--- src/rtl/div_unit_rv64m_pkg.sv ---
// Shared types and helpers for the RV64M divide unit.
// Operation encodings, FSM states and sign/extension helpers.
package div_unit_rv64m_pkg;

  localparam int XLEN = 64;

  localparam logic [1:0] DIV_OP_DIV  = 2'b00;
  localparam logic [1:0] DIV_OP_DIVU = 2'b01;
  localparam logic [1:0] DIV_OP_REM  = 2'b10;
  localparam logic [1:0] DIV_OP_REMU = 2'b11;

  typedef enum logic [2:0] {
    S_IDLE,
    S_LAUNCH,
    S_BUSY,
    S_RESP,
    S_DRAIN
  } div_state_e;

  function automatic logic [XLEN-1:0] sext32(
    input logic [31:0] x
  );
    return {{32{x[31]}}, x};
  endfunction

  function automatic logic [XLEN-1:0] neg_if(
    input logic [XLEN-1:0] x,
    input logic            c
  );
    return c ? (~x + 1'b1) : x;
  endfunction

  // Pick quotient or remainder and apply the W-form sign extension
  function automatic logic [XLEN-1:0] div_final(
    input logic [1:0]      op,
    input logic            word,
    input logic [XLEN-1:0] q,
    input logic [XLEN-1:0] r
  );
    logic [XLEN-1:0] sel;
    sel = op[1] ? r : q;
    return word ? sext32(sel[31:0]) : sel;
  endfunction

endpackage

--- src/rtl/div_unit_rv64m_if.sv ---
// Execute-stage request/response bundle for the divide unit.
// master = issuing stage, slave = divide unit.
interface div_unit_rv64m_if #(
  parameter int TAG_W = 5
);
  logic             in_valid;
  logic             in_ready;
  logic [1:0]       in_op;
  logic             in_word;
  logic [63:0]      in_rs1;
  logic [63:0]      in_rs2;
  logic [TAG_W-1:0] in_tag;
  logic             out_valid;
  logic             out_ready;
  logic [63:0]      out_result;
  logic [TAG_W-1:0] out_tag;

  modport master (
    output in_valid, in_op, in_word,
    output in_rs1, in_rs2, in_tag,
    output out_ready,
    input  in_ready, out_valid,
    input  out_result, out_tag
  );

  modport slave (
    input  in_valid, in_op, in_word,
    input  in_rs1, in_rs2, in_tag,
    input  out_ready,
    output in_ready, out_valid,
    output out_result, out_tag
  );
endinterface

--- src/rtl/MulCyc_Div.sv ---
// Unsigned restoring divider, one quotient bit per clock.
// ready drops after start, rises one cycle after the last iteration.
module MulCyc_Div #(
  parameter int W = 64
) (
  input  logic         clk,
  input  logic         rst_n,
  input  logic         clr,
  input  logic         start,
  input  logic [W-1:0] dividend,
  input  logic [W-1:0] divisor,
  output logic         ready,
  output logic [W-1:0] quotient,
  output logic [W-1:0] remainder
);

  localparam int CW = $clog2(W) + 1;

  logic [W-1:0]  q_r;
  logic [W-1:0]  r_r;
  logic [W-1:0]  d_r;
  logic [CW-1:0] cnt;
  logic          rdy;

  logic [W:0]   r_sh;
  logic [W:0]   diff;
  logic         ge;
  logic [W-1:0] r_nx;
  logic [W-1:0] q_nx;

  // Partial remainder stays below the divisor, so W+1 bits suffice
  always_comb begin
    r_sh = {r_r, q_r[W-1]};
    diff = r_sh - {1'b0, d_r};
    ge   = ~diff[W];
    r_nx = ge ? diff[W-1:0] : r_sh[W-1:0];
    q_nx = {q_r[W-2:0], ge};
  end

  always_ff @(posedge clk) begin
    if (!rst_n || clr) begin
      rdy <= 1'b1;
      q_r <= '0;
      r_r <= '0;
      d_r <= '0;
      cnt <= '0;
    end else if (rdy) begin
      if (start) begin
        rdy <= 1'b0;
        q_r <= dividend;
        r_r <= '0;
        d_r <= divisor;
        cnt <= '0;
      end
    end else if (cnt == CW'(W)) begin
      rdy <= 1'b1;
    end else begin
      q_r <= q_nx;
      r_r <= r_nx;
      cnt <= cnt + 1'b1;
    end
  end

  assign ready     = rdy;
  assign quotient  = q_r;
  assign remainder = r_r;

endmodule

--- src/rtl/div_unit_rv64m.sv ---
// RV64M divide issue/retire stage around MulCyc_Div.
// Handles signs, W forms and div-by-zero/overflow locally.
module div_unit_rv64m
  import div_unit_rv64m_pkg::*;
#(
  parameter int TAG_W = 5
) (
  input logic              clk,
  input logic              rst_n,
  input logic              flush,
  div_unit_rv64m_if.slave  bus
);

  div_state_e       state;
  logic             out_valid_q;
  logic [XLEN-1:0]  out_result_q;
  logic [TAG_W-1:0] out_tag_q;
  logic             core_start;
  logic             armed;
  logic [1:0]       op_r;
  logic             word_r;
  logic             neg_q;
  logic             neg_r;
  logic [XLEN-1:0]  a_r;
  logic [XLEN-1:0]  b_r;

  logic            core_ready;
  logic [XLEN-1:0] core_q;
  logic [XLEN-1:0] core_r;

  logic            accept;
  logic            signed_op;
  logic [XLEN-1:0] a_ext;
  logic [XLEN-1:0] b_ext;
  logic            sa;
  logic            sb;
  logic [XLEN-1:0] a_mag;
  logic [XLEN-1:0] b_mag;
  logic [XLEN-1:0] min_val;
  logic            dbz;
  logic            ovf;
  logic [XLEN-1:0] sp_res;
  logic [XLEN-1:0] post_res;

  assign accept = bus.in_valid && (state == S_IDLE) && !flush;

  always_comb begin
    signed_op = ~bus.in_op[0];
    a_ext = bus.in_rs1;
    b_ext = bus.in_rs2;
    if (bus.in_word) begin
      a_ext = signed_op ? sext32(bus.in_rs1[31:0])
                        : {32'b0, bus.in_rs1[31:0]};
      b_ext = signed_op ? sext32(bus.in_rs2[31:0])
                        : {32'b0, bus.in_rs2[31:0]};
    end
    sa      = signed_op & a_ext[XLEN-1];
    sb      = signed_op & b_ext[XLEN-1];
    a_mag   = neg_if(a_ext, sa);
    b_mag   = neg_if(b_ext, sb);
    min_val = bus.in_word ? 64'hFFFF_FFFF_8000_0000
                          : 64'h8000_0000_0000_0000;
    dbz     = (b_ext == '0);
    ovf     = signed_op && (a_ext == min_val) && (&b_ext);
    sp_res  = dbz ? div_final(bus.in_op, bus.in_word, '1, a_ext)
                  : div_final(bus.in_op, bus.in_word, a_ext, '0);
    post_res = div_final(op_r, word_r,
                         neg_if(core_q, neg_q),
                         neg_if(core_r, neg_r));
  end

  always_ff @(posedge clk) begin
    if (!rst_n) begin
      state        <= S_IDLE;
      out_valid_q  <= 1'b0;
      out_result_q <= '0;
      out_tag_q    <= '0;
      core_start   <= 1'b0;
      armed        <= 1'b0;
      op_r         <= '0;
      word_r       <= 1'b0;
      neg_q        <= 1'b0;
      neg_r        <= 1'b0;
      a_r          <= '0;
      b_r          <= '0;
    end else begin
      unique case (state)
        S_IDLE: begin
          if (accept) begin
            op_r      <= bus.in_op;
            word_r    <= bus.in_word;
            neg_q     <= sa ^ sb;
            neg_r     <= sa;
            out_tag_q <= bus.in_tag;
            if (dbz || ovf) begin
              out_result_q <= sp_res;
              out_valid_q  <= 1'b1;
              state        <= S_RESP;
            end else begin
              a_r        <= a_mag;
              b_r        <= b_mag;
              core_start <= 1'b1;
              armed      <= 1'b0;
              state      <= S_LAUNCH;
            end
          end
        end
        S_LAUNCH: begin
          core_start <= 1'b0;
          state      <= flush ? S_DRAIN : S_BUSY;
        end
        S_BUSY: begin
          if (!core_ready) armed <= 1'b1;
          // Core finishing on the flush cycle needs no drain
          if (armed && core_ready) begin
            if (flush) begin
              state <= S_IDLE;
            end else begin
              out_result_q <= post_res;
              out_valid_q  <= 1'b1;
              state        <= S_RESP;
            end
          end else if (flush) begin
            state <= S_DRAIN;
          end
        end
        S_RESP: begin
          if (flush || bus.out_ready) begin
            out_valid_q <= 1'b0;
            state       <= S_IDLE;
          end
        end
        S_DRAIN: begin
          if (!core_ready) armed <= 1'b1;
          if (armed && core_ready) state <= S_IDLE;
        end
        default: state <= S_IDLE;
      endcase
    end
  end

  MulCyc_Div #(
    .W (XLEN)
  ) u_core (
    .clk       (clk),
    .rst_n     (rst_n),
    .clr       (1'b0),
    .start     (core_start),
    .dividend  (a_r),
    .divisor   (b_r),
    .ready     (core_ready),
    .quotient  (core_q),
    .remainder (core_r)
  );

  assign bus.in_ready   = (state == S_IDLE);
  assign bus.out_valid  = out_valid_q;
  assign bus.out_result = out_result_q;
  assign bus.out_tag    = out_tag_q;

endmodule

--- src/flat_wrapper.sv ---
// flat-port wrapper written by rule: the top's interface ports become plain ports
module div_unit_rv64m_flat import div_unit_rv64m_pkg::*;
#(
  parameter int TAG_W = 5
)
  (clk, rst_n, flush, bus_in_valid, bus_in_op, bus_in_word, bus_in_rs1, bus_in_rs2, bus_in_tag, bus_out_ready, bus_in_ready, bus_out_valid, bus_out_result, bus_out_tag);
  div_unit_rv64m_if #(.TAG_W(TAG_W)) bus_i ();
  input logic clk;
  input logic rst_n;
  input logic flush;
  input wire logic [$bits(bus_i.in_valid)-1:0] bus_in_valid;
  input wire logic [$bits(bus_i.in_op)-1:0] bus_in_op;
  input wire logic [$bits(bus_i.in_word)-1:0] bus_in_word;
  input wire logic [$bits(bus_i.in_rs1)-1:0] bus_in_rs1;
  input wire logic [$bits(bus_i.in_rs2)-1:0] bus_in_rs2;
  input wire logic [$bits(bus_i.in_tag)-1:0] bus_in_tag;
  input wire logic [$bits(bus_i.out_ready)-1:0] bus_out_ready;
  output wire logic [$bits(bus_i.in_ready)-1:0] bus_in_ready;
  output wire logic [$bits(bus_i.out_valid)-1:0] bus_out_valid;
  output wire logic [$bits(bus_i.out_result)-1:0] bus_out_result;
  output wire logic [$bits(bus_i.out_tag)-1:0] bus_out_tag;
  assign bus_i.in_valid = bus_in_valid;
  assign bus_i.in_op = bus_in_op;
  assign bus_i.in_word = bus_in_word;
  assign bus_i.in_rs1 = bus_in_rs1;
  assign bus_i.in_rs2 = bus_in_rs2;
  assign bus_i.in_tag = bus_in_tag;
  assign bus_i.out_ready = bus_out_ready;
  assign bus_in_ready = bus_i.in_ready;
  assign bus_out_valid = bus_i.out_valid;
  assign bus_out_result = bus_i.out_result;
  assign bus_out_tag = bus_i.out_tag;
  div_unit_rv64m #(.TAG_W(TAG_W)) u_core (.clk(clk), .rst_n(rst_n), .flush(flush), .bus(bus_i));
endmodule
--- config.mk ---
export PLATFORM = sky130hd
export DESIGN_NAME = div_unit_rv64m_flat
export DESIGN_NICKNAME = d
export VERILOG_FILES = /design/src/rtl/div_unit_rv64m_pkg.sv /design/src/rtl/div_unit_rv64m_if.sv /design/src/rtl/MulCyc_Div.sv /design/src/rtl/div_unit_rv64m.sv /design/src/flat_wrapper.sv
export SDC_FILE = /design/constraint.sdc
export NUM_CORES = 2
export LEC_CHECK = 0
export ABC_CLOCK_PERIOD_IN_PS = 3540
export BUFFER_PORTS_ARGS = -buffer_cell sky130_fd_sc_hd__buf_4
export CAP_MARGIN = 10
export CORE_MARGIN = 2
export CORE_UTILIZATION = 45
export CTS_BUF_LIST = sky130_fd_sc_hd__clkbuf_2 sky130_fd_sc_hd__clkbuf_4 sky130_fd_sc_hd__clkbuf_8
export DETAILED_ROUTE_END_ITERATION = 8
export PLACE_DENSITY = 0.69
export SETUP_SLACK_MARGIN = 0.3
export SLEW_MARGIN = 20
export SYNTH_ARGS = -nofsm -noshare
export SYNTH_HDL_FRONTEND = slang
export SYNTH_HIERARCHICAL = 1
export SYNTH_SLANG_ARGS = --single-unit
--- constraint.sdc ---
create_clock -name clk -period 3.54 [get_ports clk]
set_input_delay 0.177 -clock clk [delete_from_list [all_inputs] [get_ports clk]]
set_output_delay 0.177 -clock clk [all_outputs]
set_load 0.01 [all_outputs]
==> results.md <==
* CORE AREA at 60,580 um^2
* Internal power at 9.035 mW
* Placed wire-length estimate at 77.82 mm
* Area contributors post-synth: dfxtp_1, nand2_1, a21oi_1
* Biggest area consumer among synthesized cells: dfxtp_1
* Total congestion overflow after global routing at 0
* # H-tree levels at 3
* Maximum clock insertion buffer count at 3
* Largest stage delay on the critical path at 0.61 ns
* Remaining number of nets flagged by the antenna check after routing at 0
* Highest net fanout along the worst path at 18
* Vias at 29,950
* Category of the worst setup path launch point: input port
* Floorplan die height at 252.1 um
* Maximum number of pins on one net before global-route repair at 118
* Clock buffers created by TritonCTS at 73
* Setup repair after global routing missed its margin: true
* Share of final-layout standard cells stronger than drive strength 1 at 18.61%
* Global placement routability congestion at 1.019
* Area occupied by multi-input gates at 18,630 um^2
* Clock input transition at the sequential cells of the worst setup and hold paths at 0.06 ns
* Number of vias per cell after detailed routing at 6.137
* Net switching component of the power at 4.459 mW
* Cell chain of the critical path: dlygate4sd3_1 > buf_4 > inv_1 > ha_1 > nor3b_1 > buf_4 > nand4b_1 > nor3_1 > buf_4 > and4_1 > buf_12 > or2_2 > a211oi_1 > nor4_2 > dlygate4sd3_1
* Count of filler cells inserted in the layout at 5,594
* Endpoint required time on the critical path at 4.15 ns
* Clock sinks at 407
* Async set-reset flop share out of synthesis at 0%
* Total track usage at 32.38%
* Max VDD drop at 0.2058 mV
* Initial core utilization at 45.70%
* Skew final at 0.03039 ns
* Proportion of synthesized chip area in sequential cells at 29.43%
* CP arrival at 3.94 ns
* Die outline width at 252.1 um
* Slew at the pin with the worst max-slew slack at 1.216 ns
* Switching Fraction at 33.04%
* Final Slew Violations at 0
* Via count of the first global-routing pass at 27,503
* Final period utilization at 94.21%
* Critical Path End Type: flop
* Post-synthesis sequential element count at 407
* EDFF count, synth at 0
* Number of DRC markers after the initial detailed-route iteration at 3,509
* Clock network fraction of design power at 35.6%
* Total die area at 63,530 um^2
* Initial antenna violation count at 4
* First drt pass iteration count at 7
* Clock tree from TritonCTS: yes
* Relative slew slack at 18.91%
* Post-detailed-route DRC marker count at 0
* Final wirelength at 107.8 mm
* Final setup violating endpoints at 0
* Post-synth top area share at 29.43%
* Growth of design area from synthesis to finish at 24.91%
* Synth top cells by count: nand2_1, dfxtp_1, nor2_1
* Top-Level Pins at 212
* Buf+Inv Stages, Crit Path at 7
* Worst setup path category: input port to flop
* Count of max-cap constraint violations at 0
* Cell seen most often among critical-path stages: buf_4
* Kind of cell with the highest combined delay on the critical path: buffers and inverters
* Warnings, synthesis at 6
* Worst min-delay path category: input port to flop
* Critical path's slowest cell: dlygate4sd3_1
* Power density of the placed cells at 390.2 nW/um^2
* Achievable clock frequency at 299.8 MHz
* Post-route setup TNS at 0 ns
* Footprint of the flip-flops and latches at 8174 um^2
* Later-pin clock latency in the skew report at 0.67 ns
* Floorplan row count at 90
* Clock Root Buffer: clkbuf_8
* Final Hold Slack at 0.03760 ns
* First-pass GRT wire length at 161.5 mm
* Post-synthesis cell count at 3,665
* Fin. Hold Viols at 0
* Average instance area after synthesis at 7.555 um^2
* Post-synthesis instance area at 27,690 um^2
* Count leader, synth: nand2_1
* Power share of the sequential group at 36.3%
* Result of the run: finished clean
* Combinational Power Share at 28.0%
* Unique masters post-synth at 106
* Detail-routed net length per standard cell at 22.09 um
* Final #Nets at 4,256
* Post-layout min period at 3.335 ns
* P_leak at 14.09 nW
* Primary flip-flop cell chosen by synthesis mapping: dfxtp_1
* Quantity of I/O buffers inserted on ports at 211
cell type report:
type | count | share of cell area [%]
diodes | 4 | 0.02894
clock buffers | 103 | 3.864
clock inverters | 23 | 0.5969
inverters | 110 | 1.201
multi-input cells | 2891 | 53.86
flip-flops and latches | 407 | 23.63
well taps | 782 | 2.829
repair buffers | 560 | 13.99
worst reg2reg max path: cells and delay by family (launching register included):
kind	cells	cell delay, ns
flip-flops	1	0.36
AO/OA/AOI/OAI	7	1.64
multiplexers	1	0.23
buffers and inverters	2	0.40
adder cells (fa/ha/maj)	1	0.42
layer usage:
| layer | part of all wire [%] | wire, um | global-route usage, % |
|---|---|---|---|
| met1 | 42 | 45210 | 43.80 |
| met2 | 44 | 47780 | 50.41 |
| met3 | 9.3 | 10000 | 5.963 |
| met4 | 4.4 | 4794 | 13.86 |
| met5 | 0 | 0 | 0 |
sequential cells by signal, summed over array words and instances, names as in the netlist:
signal,count
u_core/a_r,64
u_core/b_r,64
u_core/bus.out_result,64
u_core/u_core/d_r,64
u_core/u_core/quotient,64
u_core/u_core/remainder,64
u_core/u_core/cnt,7
u_core/bus.out_tag,5
u_core/state,3
u_core/armed,1
u_core/bus.out_valid,1
u_core/core_start,1
u_core/neg_q,1
u_core/neg_r,1
u_core/op_r,1
u_core/u_core/ready,1
u_core/word_r,1
cell usage in the layout, fill, tap and decap left out, types with 52 or more instances in the layout:
cell type	n
dlygate4sd3_1	112
nor3_1	68
dfxtp_1	392
nand4_1	52
a21oi_1	313
xor2_1	150
buf_4	417
inv_1	107
nand2_1	501
a211oi_1	141
o21ai_0	215
clkbuf_8	90
nor2_1	330
xnor2_1	139
o31ai_1	62
mux2i_1	120
cell families after synthesis:
| logic type | count (synthesis) | synth area share [%] |
|---|---|---|
| buffers and inverters | 368 | 5.735 |
| AND/OR/NAND/NOR | 1262 | 21.07 |
| multiplexers | 125 | 4.542 |
| AO/OA/AOI/OAI | 1113 | 25.76 |
| XOR/XNOR | 289 | 9.142 |
| flip-flops | 407 | 29.43 |
| adder cells (fa/ha/maj) | 100 | 4.307 |
| other | 1 | 0.01354 |
what timing repair did:
item | 4_1_cts | 5_1_grt
setup buffers | 5 | 13
resized for setup | 30 | 116
hold buffers | 112 | 0
cloned | 0 | 6
endpoints found under the hold margin | 126 | 0
pin swaps | 6 | 28
endpoints found under the setup margin | 60 | 86
power groups by stage:
stage	Sequential [mW]	Clock (mW)	Combinational, mW
2_1_floorplan	4.95	0	2.19
3_3_place_gp	4.99	0	3.18
3_5_place_dp	4.99	0	3.19
4_1_cts	4.89	4.85	3.36
5_1_grt	4.91	5.06	4.01
6_report	4.90	4.81	3.78
metrics by stage:
step	setup WS, ns	power [mW]	cell area, um^2	instances	utilization [%]
after CTS	0.2978	13.11	33850	4857	55.87
after detailed placement	0.1294	8.182	30990	4614	51.15
final	0.2050	13.49	34590	4880	57.09
after global placement	0.1179	8.168	30990	4614	51.15
after floorplan	0.3798	7.132	27690	3666	-
after global routing	0.1694	13.98	34580	4877	57.08
final timing paths:
check	from	to	slack, ns	depth (start not counted)
max	bus_in_rs2[1]	u_core/state[1]$_SDFFE_PN0P_	0.20	15
min	bus_in_rs2[33]	u_core/b_r[33]$_SDFFE_PN0P_	0.04	5
max reg2reg	u_core/u_core/remainder[48]$_SDFFE_PP0P_	u_core/u_core/remainder[18]$_SDFFE_PP0P_	0.36	11
min reg2reg	u_core/b_r[54]$_SDFFE_PN0P_	u_core/u_core/d_r[54]$_SDFFE_PP0P_	0.44	2
(Power assumes the default switching activity.)
